<file path="src/rtl/uart_pkg.sv">
// uart_pkg: shared state type and default bit period for the UART transmit drain
package uart_pkg;
  typedef enum logic [2:0] {IDLE, LOAD, START, DATA, STOP} tx_state_t;
  localparam int CLKS_PER_BIT_DEFAULT = 868;
endpackage

</file>
<file path="src/rtl/baud_tick.sv">
// baud_tick: counts 0..CLKS_PER_BIT-1 and pulses tick_out at the terminal count
module baud_tick
  import uart_pkg::*;
#(
  parameter int CLKS_PER_BIT = CLKS_PER_BIT_DEFAULT
) (
  input  logic clk_in,
  input  logic rst_n_in,
  input  logic clear_in,
  output logic tick_out
);
  localparam int W = $clog2(CLKS_PER_BIT);
  localparam logic [W-1:0] LAST = W'(CLKS_PER_BIT - 1);
  logic [W-1:0] cnt_q, cnt_d;
  always_comb begin
    tick_out = cnt_q == LAST;
    cnt_d = (clear_in || tick_out) ? '0 : cnt_q + 1'b1;
  end
  always_ff @(posedge clk_in or negedge rst_n_in)
    if (!rst_n_in) cnt_q <= '0;
    else cnt_q <= cnt_d;
endmodule

</file>
<file path="src/rtl/uart_tx_drain.sv">
// uart_tx_drain: pulls bytes from an upstream FIFO and sends each one 8N1, LSB first
module uart_tx_drain
  import uart_pkg::*;
#(
  parameter int CLKS_PER_BIT = CLKS_PER_BIT_DEFAULT
) (
  input  logic       clk_in,
  input  logic       rst_n_in,
  input  logic       enable_in,
  input  logic [7:0] fifo_data_in,
  input  logic       fifo_empty_in,
  output logic       fifo_dequeue_out,
  output logic       tx_out,
  output logic       busy_out,
  output logic       done_out
);
  tx_state_t state_q, state_d;
  logic [7:0] shift_q, shift_d;
  logic [2:0] bit_q, bit_d;
  logic tx_q, tx_d, tick, baud_clear;
  assign baud_clear = state_q == IDLE || state_q == LOAD;
  baud_tick #(.CLKS_PER_BIT(CLKS_PER_BIT)) u_baud (
    .clk_in   (clk_in),
    .rst_n_in (rst_n_in),
    .clear_in (baud_clear),
    .tick_out (tick)
  );
  always_ff @(posedge clk_in or negedge rst_n_in)
    if (!rst_n_in) begin
      state_q <= IDLE;
      shift_q <= '0;
      bit_q   <= '0;
      tx_q    <= 1'b1;
    end else begin
      state_q <= state_d;
      shift_q <= shift_d;
      bit_q   <= bit_d;
      tx_q    <= tx_d;
    end
  always_comb begin
    state_d = state_q;
    shift_d = shift_q;
    bit_d   = bit_q;
    case (state_q)
      IDLE:  state_d = fifo_dequeue_out ? LOAD : IDLE;
      LOAD: begin
        state_d = START;
        shift_d = fifo_data_in;
      end
      START: state_d = tick ? DATA : START;
      DATA: if (tick) begin
        shift_d = shift_q >> 1;
        bit_d   = bit_q + 3'd1;
        state_d = bit_q == 3'd7 ? STOP : DATA;
      end
      STOP:  state_d = tick ? IDLE : STOP;
      default: state_d = IDLE;
    endcase
    // line level is registered, so it is derived from where the FSM is heading
    tx_d = state_d == START ? 1'b0 : state_d == DATA ? shift_d[0] : 1'b1;
  end
  always_comb begin
    fifo_dequeue_out = rst_n_in && state_q == IDLE && enable_in && !fifo_empty_in;
    busy_out = state_q != IDLE || fifo_dequeue_out;
    done_out = state_q == STOP && tick;
    tx_out = tx_q;
  end
endmodule

</file>
<file path="config.mk">
export PLATFORM = sky130hd
export DESIGN_NAME = uart_tx_drain
export DESIGN_NICKNAME = d
export VERILOG_FILES = /design/src/rtl/uart_pkg.sv /design/src/rtl/baud_tick.sv /design/src/rtl/uart_tx_drain.sv
export SDC_FILE = /design/constraint.sdc
export NUM_CORES = 1
export LEC_CHECK = 0
export ABC_AREA = 1
export CAP_MARGIN = 10
export CORE_MARGIN = 2
export CORE_UTILIZATION = 54
export CTS_CLUSTER_DIAMETER = 200
export DETAILED_ROUTE_END_ITERATION = 16
export HOLD_SLACK_MARGIN = 0.05
export PLACE_DENSITY = 0.89
export SLEW_MARGIN = 0
export SYNTH_ARGS = -nofsm -noshare
export SYNTH_HDL_FRONTEND = slang
export SYNTH_HIERARCHICAL = 1
export SYNTH_SLANG_ARGS = --single-unit
</file>
<file path="constraint.sdc">
create_clock -name clk_in -period 2.2 [get_ports clk_in]
set_clock_uncertainty 0.1 [all_clocks]
set_input_delay 0.33 -clock clk_in [delete_from_list [all_inputs] [get_ports clk_in]]
set_output_delay 0.33 -clock clk_in [all_outputs]
set_load 0.1 [all_outputs]
</file>
==> results of run 1 <==
synthesized netlist by cell type:
library cell	n	area, sq um
buf_2	1	5.00
nor2_1	18	67.6
nand2_4	1	11.3
nand3_2	3	30.0
nor2_4	1	11.3
a21o_1	1	7.51
nand2_2	1	6.26
or2_1	1	6.26
buf_6	1	11.3
xor2_1	4	35.0
o21ai_1	1	5.00
nor3_1	1	5.00
nand3_1	7	35.0
ha_1	3	37.5
nand2_1	69	259
nor2_2	5	31.3
inv_1	25	93.8
dfrtp_1	24	601
xnor2_1	1	8.76
inv_2	2	7.51
dfstp_2	1	26.3
o21ai_0	3	15.0
nand4_1	3	18.8
nor3_4	1	16.3
worst reg2reg max path, delay by kind of cell, from the launching register on:
kind                     cells  cell delay, ns
AND/OR/NAND/NOR              7            0.81
flip-flops                   1            0.42
buffers and inverters        3            0.29
adder cells (fa/ha/maj)      1            0.17
cell type report:
cell class	instances	area, sq um	share of cell area, %
multi-input cells	124	631	37.1
flip-flops and latches	25	627	36.9
repair buffers	28	275	16.2
inverters	27	104	6.11
well taps	30	37.5	2.21
clock buffers	4	26.3	1.55
cells by family (layout without fill, tap and decap cells):
kind of cell	Yosys count	count (layout)	synth area share (%)
buffers and inverters	29	59	8.70
xor gates and xnor gates	5	5	3.24
and+or+nand+nor	111	111	36.9
DFF	25	25	46.4
adders and majority gates	3	3	2.78
AOI/OAI and AO/OA	5	5	2.04
worst min-delay path by stage:
stage,depth (start not counted),endpoint,slack (ns)
after floorplan,0,bit_q[0]$_DFFE_PN0P_,-0.07
after global placement,2,bit_q[1]$_DFFE_PN0P_,0.36
after detailed placement,1,bit_q[0]$_DFFE_PN0P_,0.37
after CTS,2,u_baud/cnt_q[4]$_DFF_PN0_,0.35
after global routing,2,u_baud/cnt_q[1]$_DFF_PN0_,0.37
final,2,u_baud/cnt_q[1]$_DFF_PN0_,0.34
power groups by stage:
stage               Combinational [mW]  Sequential [mW]  Clock [mW]
global placement                0.0383            0.479           0
detailed placement              0.0397            0.480           0
CTS                             0.0400            0.471       0.209
floorplan                      0.00749            0.479           0
finish                          0.0391            0.471       0.205
global route                    0.0429            0.472       0.230
layer usage:
metal	track usage [%]	part of all wire, %	up-vias
met5	0	0	-
met1	27.0	41	567
li1	-	-	600
met3	3.33	4.4	13
met4	13.3	3.6	0
met2	39.6	51	49
flip-flops by register name, indices dropped and copies added, names as in the netlist:
register and count:
shift_q 8, tx_out 1, bit_q 3, u_baud/cnt_q 10, state_q 3
stage by stage:
stage                     hold WS, ns  power, mW  utilization (%)  instance area, sq um  TNS [ns]
after CTS                       0.351      0.720             67.3                  1640         0
after global placement          0.357      0.518             64.7                  1570         0
after detailed placement        0.369      0.519             64.7                  1570         0
final                           0.339      0.715             69.9                  1700         0
after floorplan               -0.0656      0.486                -                  1370   -0.0340
after global routing            0.366      0.744             69.9                  1700   -0.0126
timing repair:
item,4_1_cts,5_1_grt
gates cloned,0,0
setup buffers,5,7
gates resized for setup,0,1
hold endpoints to repair,0,0
pin swaps,0,3
endpoints found under the setup margin,1,1
==> impl_metrics.tcl, run 1 <==
set metrics [dict create \
    outcome "complete, no violations" \
    swShare_pct 21.7 \
    fp.dieW_microns 54.0 \
    regToRegSetupSlack_ns 0.33 \
    max_freq_mhz 468 \
    first_pass_iters 4 \
    syn2layout_area_growth_pct 25.8 \
    row_count 18 \
    synth_nets 193 \
    power_density_mw_per_mm2 420 \
    hold_viol_final 0 \
    seqPwrFrac_pct 65.9 \
    critPathMaxFanout 4 \
    vias_per_cell 5.16 \
    cp_cell_sequence "ha_4 > nand2_1 > nor2_2 > nand3_2 > inv_2 > inv_4 > nor3_4 > buf_12" \
    tightest_slew_ns 0.346 \
    setup_slack_ns 0.0652 \
    setup.worst_path.class "register to output pin" \
    fin_nets 224 \
    cts_tree "done" \
    ctsHoldBuffers 0 \
    wl_per_cell_microns 13.1 \
    dp_cells 222 \
    antenna_found_initial 0 \
    r2r-start "u_baud/cnt_q[0]$_DFF_PN0_" \
    min_period_ns 2.13 \
    drive_above_1_share_pct 18.8 \
    numPortBuffers 15 \
    final-setup-viol-count 0 \
    final_max_slew_viol_count 0 \
    grt_pass1_vias 1174 \
    wl_microns 3120 \
    place.gp.congestion 0.859 \
    cts_buffers 3 \
    cp_slowest_stage_delay_ns 0.42 \
    endpoint "done_out" \
    vias 1229 \
    die_y_microns 54.0 \
    switchingPower_mw 0.155 \
    final_cell_mix "nand2_1 (69), dfrtp_1 (24), inv_1 (23), nor2_1 (18), buf_4 (14)" \
    num_antenna_cells 0 \
    cts.sinks 25 \
    fill_cells 169 \
    hold_class "primary input to asynchronous set/reset pin" \
    crit_start "u_baud/cnt_q[0]$_DFF_PN0_" \
    drtIter0Drc 45 \
    core_sq_mm 0.00243 \
    cp.depth 8 \
    final_cells 238 \
    io_pins 16 \
    dp_slack_ns 0.274 \
    p_clk_share_pct 28.6 \
    clock_latency_ns 0.32 \
    avgSynthCellArea_sq_um 7.59 \
    synthCells 178 \
    slew_headroom_pct 76.9 \
    die_area_sq_mm 0.00292 \
    arrival_ns 1.70 \
    grt_pass1_wl_microns 4780 \
    netlist_area_sq_mm 0.00135 \
    grt_usage_pct 23.0 \
    r2r-end "shift_q[3]$_DFFE_PN0P_" \
    cp-start-kind "register" \
    grt_overflow 0 \
    endpoint_kind "output pin" \
    peakVddDrop_v 0.000329 \
    cts_root_buffer "clkbuf_4" \
    critPathTopFamily "simple AND/OR/NAND/NOR gates" \
    drv_cap 0 \
    grt_start_max_net_pins 26 \
    slowest_stage "dfrtp_1" \
    internal_power_mw 0.560 \
    synth.distinct_cells 24 \
    yosysSeqAreaShare_pct 46.4 \
    clkTransAtPathRegs_ns 0.13 \
    critPathRequiredTime_ns 1.77 \
    hpwl_microns 2060 \
    ant_nets 0 \
    final_common_cell "nand2_1" \
    clockBufferDepth 2 \
    start_util_pct 55.6 \
    fin_crit_sh_pct 97.0 \
    path_buf_inv 3 \
    combPwrFrac_pct 5.5 \
    synth-seq-cells 25 \
    drc 0 \
    ff2ff_path_depth 11 \
    cts_max_level 1 \
    p_leak_nw 0.930 \
    yosys_warnings 6 \
]
(Power assumes the default switching activity.)
==> inputs of run 2 (changes only) <==
--- a/config.mk
+++ b/config.mk
@@ -11,7 +11,9 @@
 export CORE_UTILIZATION = 54
 export CTS_CLUSTER_DIAMETER = 200
 export DETAILED_ROUTE_END_ITERATION = 16
+export GPL_TIMING_DRIVEN = 1
 export HOLD_SLACK_MARGIN = 0.05
+export MAX_ROUTING_LAYER = met4
 export PLACE_DENSITY = 0.89
 export SLEW_MARGIN = 0
 export SYNTH_ARGS = -nofsm -noshare
==> run 2 against run 1 <==
  * Final cell count unchanged
  * Design area unchanged
  * Highest routed layer unchanged
  * Hold slack about the same
  * Register-to-register slack about the same
  * Critical endpoint unchanged
==> impl_metrics.tcl, run 2 (same netlist as run 1, synthesis figures left out) <==
set metrics [dict create \
    final_max_slew_viol_count 0 \
    max_freq_mhz 468 \
    tightest_slew_ns 0.347 \
    drtIter0Drc 50 \
    die_area_sq_mm 0.00292 \
    path_buf_inv 3 \
    power_density_mw_per_mm2 421 \
    critPathMaxFanout 4 \
    drc 0 \
    p_leak_nw 0.930 \
    place.gp.congestion 0.873 \
    die_y_microns 54.0 \
    grt_pass1_wl_microns 4780 \
    ff2ff_path_depth 11 \
    regToRegSetupSlack_ns 0.33 \
    final_common_cell "nand2_1" \
    cts.sinks 25 \
    cp_cell_sequence "ha_4 > nand2_1 > nor2_2 > nand3_2 > inv_2 > inv_4 > nor3_4 > buf_12" \
    vias 1218 \
    ant_nets 0 \
    dr_wl_met3_microns 153 \
    grt_pass1_vias 1174 \
    outcome "complete, no violations" \
    drive_above_1_share_pct 18.8 \
    cp_slowest_stage_delay_ns 0.42 \
    syn2layout_area_growth_pct 25.8 \
    multiInputGateArea_sq_um 631 \
    start_util_pct 55.6 \
    largest_reg_flops 10 \
    cts_tree "done" \
    r2r-end "shift_q[3]$_DFFE_PN0P_" \
    io_pins 16 \
    drt-met1-wl_microns 1260 \
    vias_per_cell 5.12 \
    final_cell_mix "nand2_1 (69), dfrtp_1 (24), inv_1 (23), nor2_1 (18), buf_4 (14)" \
    peakVddDrop_v 0.000330 \
    clockBufferDepth 2 \
    fill_cells 169 \
    min_period_ns 2.14 \
    dp_slack_ns 0.274 \
    slowest_stage "dfrtp_1" \
    first_pass_iters 4 \
    cts_buffers 3 \
    met2_length_microns 1610 \
    register_area_sq_um 627 \
    core_sq_mm 0.00243 \
    r2r-start "u_baud/cnt_q[0]$_DFF_PN0_" \
    endpoint_kind "output pin" \
    row_count 18 \
    clkTransAtPathRegs_ns 0.13 \
    cp-start-kind "register" \
    top_register "u_baud/cnt_q" \
    grt_usage_pct 23.6 \
    fin_area_sq_mm 0.00170 \
    num_antenna_cells 0 \
    critPathRequiredTime_ns 1.77 \
    setup.worst_path.class "register to output pin" \
    wl_microns 3120 \
    hold_viol_final 0 \
    top_layer "met4" \
    place_area_sq_mm 0.00157 \
    fin_nets 224 \
    hpwl_microns 2060 \
    critPathTopFamily "simple AND/OR/NAND/NOR gates" \
    clock_latency_ns 0.32 \
    antenna_found_initial 0 \
    cts_max_level 1 \
    cts_root_buffer "clkbuf_4" \
    arrival_ns 1.71 \
    grt_overflow 0 \
    fin_crit_sh_pct 97.1 \
    slew_headroom_pct 76.8 \
    p_total_mw 0.715 \
    fin_util_pct 69.9 \
    ctsHoldBuffers 0 \
    setup_slack_ns 0.0648 \
    drv_cap 0 \
    top_regs "u_baud/cnt_q x10, shift_q x8" \
    wl_per_cell_microns 13.1 \
    grt_start_max_net_pins 26 \
    numPortBuffers 15 \
    hold_class "primary input to asynchronous set/reset pin" \
    final-setup-viol-count 0 \
    fp.dieW_microns 54.0 \
]
[run 2: cell counts in the layout (fill, tap and decap cells not counted)]
No cell type changed its count.
[run 2: area by class of cell]
cell class                      count  area share (%)
Clock buffer                        4            1.55
Inverter                           27            6.11
Multi-Input combinational cell    124            37.1
Sequential cell                    25            36.9
Tap cell                           30            2.21
Timing Repair Buffer               28            16.2
[run 2: layer usage]
| layer | vias up | global-route usage (%) |
|---|---|---|
| met5 | - | - |
| met4 | 0 | 13.3 |
| met3 | 11 | 3.33 |
| met2 | 46 | 39.6 |
| met1 | 562 | 27.0 |
| li1 | 599 | - |
[run 2: power breakdown]
part | total (mW) | switching, mW | internal, mW | leakage, nW
clock network | 0.205 | 0.134 | 0.0709 | 0.0150
registers | 0.471 | 0.00404 | 0.467 | 0.312
logic | 0.0392 | 0.0171 | 0.0221 | 0.603
[run 2: how the worst max path moves through the flow]
stage / startpoint / to / slack [ns] / depth (start not counted)
floorplan: u_baud/cnt_q[3]$_DFF_PN0_ / done_out / -0.03 / 6
global placement: u_baud/cnt_q[3]$_DFF_PN0_ / done_out / 0.34 / 7
detailed placement: u_baud/cnt_q[0]$_DFF_PN0_ / done_out / 0.27 / 8
CTS: u_baud/cnt_q[1]$_DFF_PN0_ / done_out / 0.002 / 8
global route: u_baud/cnt_q[1]$_DFF_PN0_ / done_out / -0.01 / 8
finish: u_baud/cnt_q[0]$_DFF_PN0_ / done_out / 0.06 / 8
[run 2: timing repair]
item	CTS	global route
setup endpoints to repair	1	1
buffers inserted	5	7
pin swaps	0	3
resized for setup	0	1
[run 2: stage by stage]
step                std cells  hold WS, ns  setup TNS [ns]
floorplan                 178      -0.0656         -0.0340
global placement          222        0.357               0
detailed placement        222        0.369               0
CTS                       231        0.351               0
global route              238        0.365         -0.0126
finish                    238        0.338               0
